**config.mk**
```make
export PLATFORM = sky130hd
export DESIGN_NAME = xor_fold_accum
export DESIGN_NICKNAME = d
export VERILOG_FILES = /design/src/rtl/xor_fold_accum.sv
export SDC_FILE = /design/constraint.sdc
export NUM_CORES = 1
export LEC_CHECK = 0
export ABC_AREA = 1
export BUFFER_PORTS_ARGS = -buffer_cell sky130_fd_sc_hd__buf_4
export CORE_AREA = 5 5 100 102
export DETAILED_ROUTE_END_ITERATION = 10
export DIE_AREA = 0 0 105 107
export PLACE_DENSITY = 0.91
export SLEW_MARGIN = 10
export SYNTH_ARGS = -nofsm -noshare
export SYNTH_HDL_FRONTEND = slang
export SYNTH_SLANG_ARGS = --single-unit
```
**constraint.sdc**
```tcl
create_clock -name clk -period 4.4 [get_ports clk]
set_clock_uncertainty 0.2 [all_clocks]
set_input_delay 0.44 -clock clk [delete_from_list [all_inputs] [get_ports clk]]
set_output_delay 0.44 -clock clk [all_outputs]
set_load 0.05 [all_outputs]
```
**src/rtl/xor_fold_accum.sv**
```systemverilog
// Streaming multi-channel XOR fold-and-accumulate with one registered result per frame.
// Optional XFOLD_ROT_EN: rotate the accumulator left by one bit before each XOR (order-sensitive).
module xor_fold_accum #(
  parameter int IN_W  = 32,
  parameter int OUT_W = 16,
  parameter int NCH   = 2,
  parameter int CNT_W = 16
) (
  input  logic                 clk,
  input  logic                 rst_n,
  input  logic                 clear,
  input  logic                 in_valid,
  output logic                 in_ready,
  input  logic [NCH*IN_W-1:0]  in_data,
  input  logic                 in_last,
  output logic                 out_valid,
  input  logic                 out_ready,
  output logic [NCH*OUT_W-1:0] out_data,
  output logic [CNT_W-1:0]     out_beats
);

  localparam int K = IN_W / OUT_W;
  localparam logic [CNT_W-1:0] CNT_MAX = '1;

  logic [NCH*OUT_W-1:0] acc_q;
  logic [NCH*OUT_W-1:0] fold;
  logic [NCH*OUT_W-1:0] acc_next;
  logic [CNT_W-1:0]     cnt_q;
  logic [CNT_W-1:0]     cnt_next;
  logic                 first_q;
  logic                 accept;

  function automatic logic [OUT_W-1:0] fold_word(input logic [IN_W-1:0] w);
    logic [OUT_W-1:0] f;
    f = '0;
    for (int k = 0; k < K; k++) f = f ^ w[k*OUT_W +: OUT_W];
    return f;
  endfunction

  function automatic logic [OUT_W-1:0] acc_step(input logic [OUT_W-1:0] base,
                                                input logic [OUT_W-1:0] f);
`ifdef XFOLD_ROT_EN
    return ((base << 1) | (base >> (OUT_W - 1))) ^ f;
`else
    return base ^ f;
`endif
  endfunction

  // Input stalls while a result is pending and not being drained; clear blocks acceptance.
  assign in_ready = !clear && (!out_valid || out_ready);
  assign accept   = in_valid && in_ready;

  always_comb begin
    // NOTE: every always_comb output gets a default first so no path can infer a latch.
    fold     = '0;
    acc_next = '0;
    for (int c = 0; c < NCH; c++) begin
      fold[c*OUT_W +: OUT_W]     = fold_word(in_data[c*IN_W +: IN_W]);
      acc_next[c*OUT_W +: OUT_W] = acc_step(first_q ? {OUT_W{1'b0}} : acc_q[c*OUT_W +: OUT_W],
                                            fold[c*OUT_W +: OUT_W]);
    end
  end

  assign cnt_next = first_q ? CNT_W'(1)
                  : (cnt_q == CNT_MAX) ? CNT_MAX : cnt_q + 1'b1;

  // Frame state: accumulator, saturating beat counter, first-beat flag.
  always_ff @(posedge clk or negedge rst_n) begin
    // NOTE: sequential state uses non-blocking assignments so all registers update together.
    if (!rst_n) begin
      acc_q   <= '0;
      cnt_q   <= '0;
      first_q <= 1'b1;
    end else if (clear || (accept && in_last)) begin
      acc_q   <= '0;
      cnt_q   <= '0;
      first_q <= 1'b1;
    end else if (accept) begin
      acc_q   <= acc_next;
      cnt_q   <= cnt_next;
      first_q <= 1'b0;
    end
  end

  // Result register: a new last beat on the consume edge reloads without a bubble.
  always_ff @(posedge clk or negedge rst_n) begin
    if (!rst_n) begin
      out_valid <= 1'b0;
      out_data  <= '0;
      out_beats <= '0;
    end else if (accept && in_last) begin
      out_valid <= 1'b1;
      out_data  <= acc_next;
      out_beats <= cnt_next;
    end else if (out_valid && out_ready) begin
      out_valid <= 1'b0;
    end
  end

endmodule

```
==> impl_metrics.yaml, run 1 <==
final_layout:
  multi_input_area_mm2: 0.00209
  final_nets: 731
  register_area_mm2: 0.00245
  diodes: 0
  drive_gt1_frac: 0.245
  n_fill_cell: 666
  post-route-util: 0.664
  stdcell_area_mm2: 0.00599
  area_growth_pct: 23.3
  fin_cells: 776
worst_setup_path:
  endpoint_kind: "register"
  reg2reg_setup_slack_ns: 1.84
  cp.arrival_ns: 2.63
  path_cells: "clkinv_1 > nand3_1 > nand2_1 > o21ai_0"
  worstRegToRegCells: 4
  slowest_stage: "dfstp_2"
  max_stage_delay_ns: 0.98
  critPathRequiredTime_ns: 4.48
  crit_fanout: 34
  critical_path_class: "reg2reg"
  cp-start-kind: "register"
cts:
  cts-resized-gates: 0
  clk_latency_ns: 0.37
  clock_path_buffers: 2
  cts_hold_buf: 0
  postCtsSetupBuffers: 0
  cts-root-buf: "clkbuf_8"
  cts_tree: "done"
  numCtsBuffers: 9
  path_clk_slew_ns: 0.11
  clkSinkCount: 98
  cts_max_level: 3
placement:
  placed_area_mm2: 0.00579
  gp_congestion: 0.877
  dpl.hpwl_um: 8410
  dp_cells: 760
  post-place-ws_ns: 1.89
  portBuffers: 119
sta:
  max_freq_mhz: 391
  rsz0062_at_grt: "no"
  fin_crit_ns: 2.56
  worst_pin_slew_ns: 0.894
  hold_ws_ns: -0.00504
  max_slew_margin: 0.404
  report.final.slew_viol_count: 0
  hold_violations: 7
  setup_viol: 0
  tns_ns: 0
  worst_slack_ns: 1.84
  min_period_over_period: 0.581
logic_synthesis:
  synth.most_common_cell: "nand2_1"
  yosys.area_share.xor_xnor: 0.128
  yosys.area.top_type: "dfrtp_1"
  ys_ff_latch: 98
  ys.flop_type: "dfrtp_1"
  synth_edf_count: 0
  synth_nets: 622
  ys_async_sr_fraction: 1.00
  synthSimpleGateAreaFrac: 0.213
  yosysWarnings: 0
  synthTopCellsByArea: "dfrtp_1 (50%), nand2_1 (10%), xnor2_1 (6.7%)"
  synth_compound_area_frac: 0.0856
  netlist.area_leader.share: 0.500
  synth_top_family_by_area: "simple AND/OR/NAND/NOR gates"
  ys_seq_area_frac: 0.505
  netlist_area_mm2: 0.00485
  ys_types: 28
  synth_adder_area_share: 0.00258
  yosys-mux-area-fraction: 0
  syn_area_per_cell_um2: 8.81
  synth_cells: 551
  synth_commonest_cells: "nand2_1 (129), dfrtp_1 (97), inv_1 (50)"
global_route:
  grt.busiest_layer: "met2"
  grt_max_degree: 73
  grt_use_met3: 0.0385
  use_met1: 0.269
  antenna_found_initial: 0
  grt_pass1_wl_um: 19600
  grt_overflow: 0
  grt_pass1_vias: 4202
  grt_usage: 0.213
  use_met2: 0.359
drt:
  dr.pass1.iters: 5
  wl_um: 11600
  drtIter0Drc: 230
  drc: 0
  routedWlPerCell_um: 15.0
  drtAntennaViolNets: 0
  vias: 4102
  vias_per_cell: 5.29
power_and_ir_drop:
  seq_power_share: 0.467
  p_sw_mw: 0.818
  p_sw_frac: 0.365
  cellLeakagePower_nw: 3.03
  clockPowerShare: 0.254
  ir_worst_vdd_mv: 0.280
  combPwrFrac: 0.279
  p_int_mw: 1.42
  total_power_mw: 2.24
  p_per_area_mw_per_mm2: 374
die:
  fp.dieW_um: 105
  core-area_mm2: 0.00902
  die_h_um: 107
  ios: 120
  start_util: 0.538
  std_cell_rows: 35
  die_area_mm2: 0.0112
job:
  max-cap-violations: 0
run_status:
  status: "complete, but fails checks"
  violations: "hold timing"
min_path:
  min_path_type: "in2async"
## final timing paths
kind,startpoint,endpoint
worst max-delay path,first_q,cnt_q[0]
worst min-delay path,rst_n,acc_q[5]
worst max register to register,first_q,cnt_q[0]
worst min register to register,out_beats[6],out_beats[6]
max in group asynchronous,rst_n,first_q
min in group clk,out_ready,out_valid
## layer usage
layer / up-vias / wire length [um]
li1: 1955 / -
met1: 1968 / 4720
met2: 154 / 5850
met3: 25 / 731
met4: 0 / 312
met5: - / 0
## power by group through the flow
stage / Combinational (mW) / Clock (mW) / Sequential (mW)
6_report: 0.625 / 0.570 / 1.05
5_1_grt: 0.668 / 0.616 / 1.06
4_1_cts: 0.630 / 0.581 / 1.04
3_5_place_dp: 0.630 / 0 / 1.06
3_3_place_gp: 0.611 / 0 / 1.06
2_1_floorplan: 0.171 / 0 / 1.28
## final cells by class
class | instances | share of cell area
Clock inverter | 6 | 0.00940
Sequential cell | 98 | 0.410
Timing Repair Buffer | 121 | 0.152
Multi-Input combinational cell | 375 | 0.348
Tap cell | 111 | 0.0232
Clock buffer | 10 | 0.0230
Inverter | 55 | 0.0345
## sequential cells by signal (all words and copies together), names as in the netlist
register / cells
acc_q: 32
out_data: 32
cnt_q: 16
out_beats: 16
first_q: 1
out_valid: 1
## worst max-delay path, delay by kind of cell (launching register included)
| kind | cells | cell delay, ns |
|---|---|---|
| buffers and inverters | 1 | 0.81 |
| AO/OA/AOI/OAI | 1 | 0.07 |
| AND/OR/NAND/NOR | 2 | 0.40 |
| flip-flops | 1 | 0.98 |
## cell families after synthesis
family / count (synthesis)
and+or+nand+nor: 227
DFF: 98
buffers and inverters: 78
AOI/OAI and AO/OA: 76
xor gates and xnor gates: 71
adders and majority gates: 1
## layout by cell type (no fill, tap or decap), types with 4 or more instances in the layout
| cell type | Yosys | final |
|---|---|---|
| inv_1 | 50 | 50 |
| clkbuf_8 | 0 | 10 |
| nand2_1 | 129 | 129 |
| nand3_1 | 32 | 32 |
| nand4_1 | 4 | 4 |
| o21ai_0 | 36 | 36 |
| o22ai_1 | 28 | 28 |
| buf_4 | 1 | 121 |
| inv_2 | 4 | 4 |
| nor2_1 | 41 | 41 |
| xor2_1 | 34 | 34 |
| o21ai_1 | 10 | 10 |
| dfrtp_1 | 97 | 97 |
| xnor2_1 | 37 | 37 |
| nand2_2 | 5 | 5 |
| nor2_4 | 5 | 5 |
Note: power is estimated with default switching activity, not from simulation.
==> inputs of run 2 (changes only) <==
CORE_AREA = 5 5 101 103   (was 5 5 100 102)
DIE_AREA = 0 0 106 108   (was 0 0 105 107)
PLACE_DENSITY = 0.9   (was 0.91)
clock period = 2.4 ns   (was 4.4 ns; I/O delays follow)
==> impl_metrics.yaml, run 2 (same netlist as run 1, synthesis figures left out) <==
min_path:
  min_path_type: "in2reg"
drt:
  dr.max_layer_used: "met4"
  wl_met1_um: 4500
  wl_um: 11400
  routedWlPerCell_um: 14.5
  drtIter0Drc: 171
  route.met3.wl_um: 809
  wl_met2_um: 5880
  drtAntennaViolNets: 0
  vias_per_cell: 5.20
  vias: 4067
  dr.pass1.iters: 5
  drc: 0
sta:
  worst_pin_slew_ns: 0.582
  max_freq_mhz: 521
  max_slew_margin: 0.612
  tns_ns: 0
  min_period_over_period: 0.800
  setup_viol: 0
  report.final.slew_viol_count: 0
  rsz0062_at_grt: "no"
  hold_violations: 0
  fin_crit_ns: 1.92
final_layout:
  final_nets: 738
  layout_commonest_cell: "nand2_1"
  layout_common_cells: "nand2_1 (129), buf_4 (125), dfrtp_1 (97)"
  reg.largest.list: "acc_q x32, out_data x32"
  stdcell_area_mm2: 0.00606
  diodes: 0
  area_growth_pct: 24.8
  drive_gt1_frac: 0.249
global_route:
  grt_pass1_wl_um: 19200
  grt_usage: 0.208
  grt_overflow: 0
  antenna_found_initial: 0
  grt_pass1_vias: 4164
  grt_max_degree: 56
die:
  core-area_mm2: 0.00911
  die_h_um: 108
  ios: 120
  start_util: 0.533
  fp.dieW_um: 106
  die_area_mm2: 0.0114
  std_cell_rows: 35
cts:
  path_clk_slew_ns: 0.09
  clkSinkCount: 98
  cts_max_level: 3
  postCtsSetupBuffers: 0
  cts-root-buf: "clkbuf_8"
  numCtsBuffers: 9
  cts_tree: "done"
  clk_latency_ns: 0.36
  clock_path_buffers: 2
worst_setup_path:
  cp-start-kind: "input port"
  crit_fanout: 31
  cp.arrival_ns: 1.93
  endpoint_kind: "register"
  critPathRequiredTime_ns: 2.41
  critical_path_class: "in2reg"
placement:
  placed_area_mm2: 0.00584
  dpl.hpwl_um: 8250
  gp_congestion: 0.877
  portBuffers: 119
run_status:
  status: "finished clean"
power_and_ir_drop:
  ir_worst_vdd_mv: 0.430
  p_per_area_mw_per_mm2: 688
  cellLeakagePower_nw: 3.06
job:
  max-cap-violations: 0
run 2: changes by cell type in the layout (fill, tap and decap cells not counted), sizes merged:
cell         change
buf              +5
bufinv           +1
clkbuf           -1
clkinv           -2
clkinvlp         +1
dlygate4sd3      +2
run 2: layout make-up:
cell class | count | area (um^2)
Clock buffer | 9 | 124
Timing Repair Buffer | 128 | 978
Tap cell | 111 | 139
Multi-Input combinational cell | 375 | 2090
Sequential cell | 98 | 2450
Clock inverter | 6 | 73.8
Inverter | 55 | 206
Fill cell | 678 | 3050
run 2: power by group:
| group | leakage (nW) | total (mW) | switching [mW] | internal (mW) |
|---|---|---|---|---|
| clock | 0.0942 | 1.10 | 0.609 | 0.491 |
| sequential | 1.30 | 1.90 | 0.0945 | 1.81 |
| combinational | 1.67 | 1.17 | 0.786 | 0.382 |
| total | 3.06 | 4.17 | 1.49 | 2.68 |
run 2: metrics by stage:
step	hold WS, ns	util	power (mW)	cells	worst slack [ns]
2_1_floorplan	-0.256	-	2.66	551	0.413
3_3_place_gp	0.0812	0.641	3.07	765	0.647
3_5_place_dp	0.0833	0.641	3.10	765	0.592
4_1_cts	0.0271	0.665	4.19	782	0.468
5_1_grt	0.0381	0.665	4.37	782	0.372
6_report	0.0287	0.665	4.17	782	0.481
run 2: worst max-delay path, cell delays in order:
cell	delay, ns
dlygate4sd3_1	0.54
buf_4	0.14
nor2_2	0.14
nor2_4	0.05
nand2_2	0.12
nor2_8	0.09
inv_2	0.42
o22ai_1	0.18
run 2: path summary, 6_finish.rpt:
path,start,endpoint,slack [ns],depth (start not counted)
max in group asynchronous,rst_n,acc_q[5],1.12,3
min in group asynchronous,rst_n,cnt_q[10],0.19,2
setup reg to reg,out_valid,cnt_q[2],0.57,7
setup / recovery,out_ready,acc_q[8],0.48,8
hold / removal,in_last,cnt_q[1],0.03,4
hold reg to reg,out_beats[8],out_beats[8],0.29,2
run 2: per-layer routing:
metal,up-vias,global-route usage
li1,1970,-
met2,139,0.364
met4,0,0.0675
met5,-,0
met3,16,0.0537
met1,1942,0.254
run 2: what timing repair did:
action | CTS | global route
gates resized for setup | 0 | 0
hold endpoints to repair | 43 | 0
hold buffers | 2 | 0
==> inputs of run 3 (changes only) <==
CORE_AREA = 5 5 107 109   (was 5 5 101 103)
DIE_AREA = 0 0 112 114   (was 0 0 106 108)
PLACE_DENSITY = 0.85   (was 0.9)
clock period = 1.6 ns   (was 2.4 ns; I/O delays follow)
==> impl_metrics.yaml, run 3 (same netlist as run 1, synthesis figures left out) <==
worst_setup_path:
  max_stage_delay_ns: 0.45
  worstRegToRegCells: 7
  critical_path_class: "reg2reg"
  critPathRequiredTime_ns: 1.66
  endpoint_kind: "register"
  path_cells: "ha_4 > buf_4 > buf_4 > xnor2_1 > nand2_1 > nand2_1 > o21ai_1"
  slowest_stage: "dfrtp_1"
  cp-start-kind: "register"
  worstReg2RegEnd: "out_beats[2]"
  cp.arrival_ns: 1.74
  crit_fanout: 2
  reg2reg_setup_slack_ns: -0.08
  rr_startpoint: "cnt_q[0]"
cts:
  cts-root-buf: "clkbuf_8"
  path_clk_slew_ns: 0.10
  numCtsBuffers: 9
  clk_latency_ns: 0.37
  cts_max_level: 3
  clock_path_buffers: 2
  cts_tree: "done"
  clkSinkCount: 98
final_layout:
  final_nets: 781
  drive_gt1_frac: 0.403
  stdcell_area_mm2: 0.00711
  layout_common_cells: "buf_4 (141), nand2_1 (114), dfrtp_1 (91)"
  reg.largest.list: "acc_q x32, out_data x32"
  diodes: 0
  area_growth_pct: 46.4
  layout_commonest_cell: "buf_4"
drt:
  dr.pass1.iters: 4
  drc: 0
  route.met3.wl_um: 1090
  dr.max_layer_used: "met4"
  drtAntennaViolNets: 0
  vias: 4470
  wl_um: 14800
  drtIter0Drc: 215
  wl_met1_um: 5650
  wl_met2_um: 7690
  vias_per_cell: 5.23
  routedWlPerCell_um: 17.3
die:
  ios: 120
  std_cell_rows: 38
  die_area_mm2: 0.0128
  die_h_um: 114
  start_util: 0.462
  core-area_mm2: 0.0105
  fp.dieW_um: 112
sta:
  rsz0062_at_grt: "yes"
  tns_ns: -1.24
  max_slew_margin: 0.795
  fin_crit_ns: 1.68
  max_freq_mhz: 596
  report.final.slew_viol_count: 0
  setup_viol: 53
  worst_slack_ns: -0.0784
  hold_violations: 0
  worst_pin_slew_ns: 0.306
  min_period_over_period: 1.05
min_path:
  min_path_type: "in2reg"
  min_to: "out_data[18]"
  whs_path_depth: 4
  hp-start: "in_data[34]"
placement:
  gp_congestion: 0.872
  placed_area_mm2: 0.00603
  dpl.hpwl_um: 8070
  post-place-ws_ns: -0.0289
  portBuffers: 119
job:
  max-cap-violations: 0
global_route:
  grt_max_degree: 68
  grt_overflow: 0
  antenna_found_initial: 0
  grt_pass1_wl_um: 19700
  grt_pass1_vias: 4312
  grt_usage: 0.186
run_status:
  violations: "setup timing"
  status: "complete, but fails checks"
power_and_ir_drop:
  cellLeakagePower_nw: 3.46
  p_per_area_mw_per_mm2: 928
  ir_worst_vdd_mv: 0.631
[run 3: cell count changes in the layout (fill, tap and decap cells not counted), sizes merged]
cell         delta
buf            +31
clkbuf          +7
dlygate4sd3     +3
clkinv          +2
clkinvlp        +1
[run 3: layout make-up]
cell class | instances | area (um^2)
multi-input combinational | 375 | 2430
timing repair buffer | 169 | 1580
timing repair inverter | 2 | 17.5
tap | 140 | 175
clock inverter | 7 | 76.3
inverter | 55 | 235
sequential | 98 | 2460
clock buffer | 9 | 124
fill | 732 | 3400
[run 3: stage by stage]
step | util | cells | hold WS [ns] | total power [mW]
2_1_floorplan | - | 551 | -0.336 | 4.03
3_3_place_gp | 0.573 | 802 | -0.0157 | 4.65
3_5_place_dp | 0.573 | 802 | -0.0226 | 4.70
4_1_cts | 0.602 | 824 | 0.0000696 | 6.36
5_1_grt | 0.676 | 855 | 0.00775 | 6.85
6_report | 0.676 | 855 | 0.0119 | 6.59
[run 3: where the power goes]
group / switching (mW) / leakage [nW] / total (mW) / internal (mW)
Combinational: 1.32 / 2.07 / 2.07 / 0.749
Sequential: 0.142 / 1.29 / 2.85 / 2.71
Clock: 0.928 / 0.0962 / 1.66 / 0.734
[run 3: how the worst max path moves through the flow]
stage          startpoint            to
5_1_grt          cnt_q[1]  out_beats[2]
4_1_cts         out_valid      in_ready
2_1_floorplan   out_valid     cnt_q[10]
3_5_place_dp     cnt_q[0]  out_beats[8]
3_3_place_gp     cnt_q[0]  out_beats[8]
6_report         cnt_q[0]  out_beats[2]
[run 3: repair_timing]
item / 4_1_cts / 5_1_grt
hold buffers: 5 / 0
hold endpoints to repair: 106 / 0
resized for setup: 5 / 113
cloned: 1 / 12
setup buffers: 0 / 19
pin swaps: 2 / 32
setup endpoints to repair: 8 / 93
[run 3: worst max-delay path: cells and delay by family (launching register included)]
kind	cells	cell delay (ns)
buf+inv	2	0.26
xor+xnor	1	0.21
compound gates	1	0.07
fa+ha+maj	1	0.19
flops	1	0.45
simple gates	2	0.19
[run 3: layer usage]
metal / vias up / track usage
li1: 2073 / -
met1: 2176 / 0.240
met2: 191 / 0.319
met3: 30 / 0.0403
met4: 0 / 0.0545
met5: - / 0
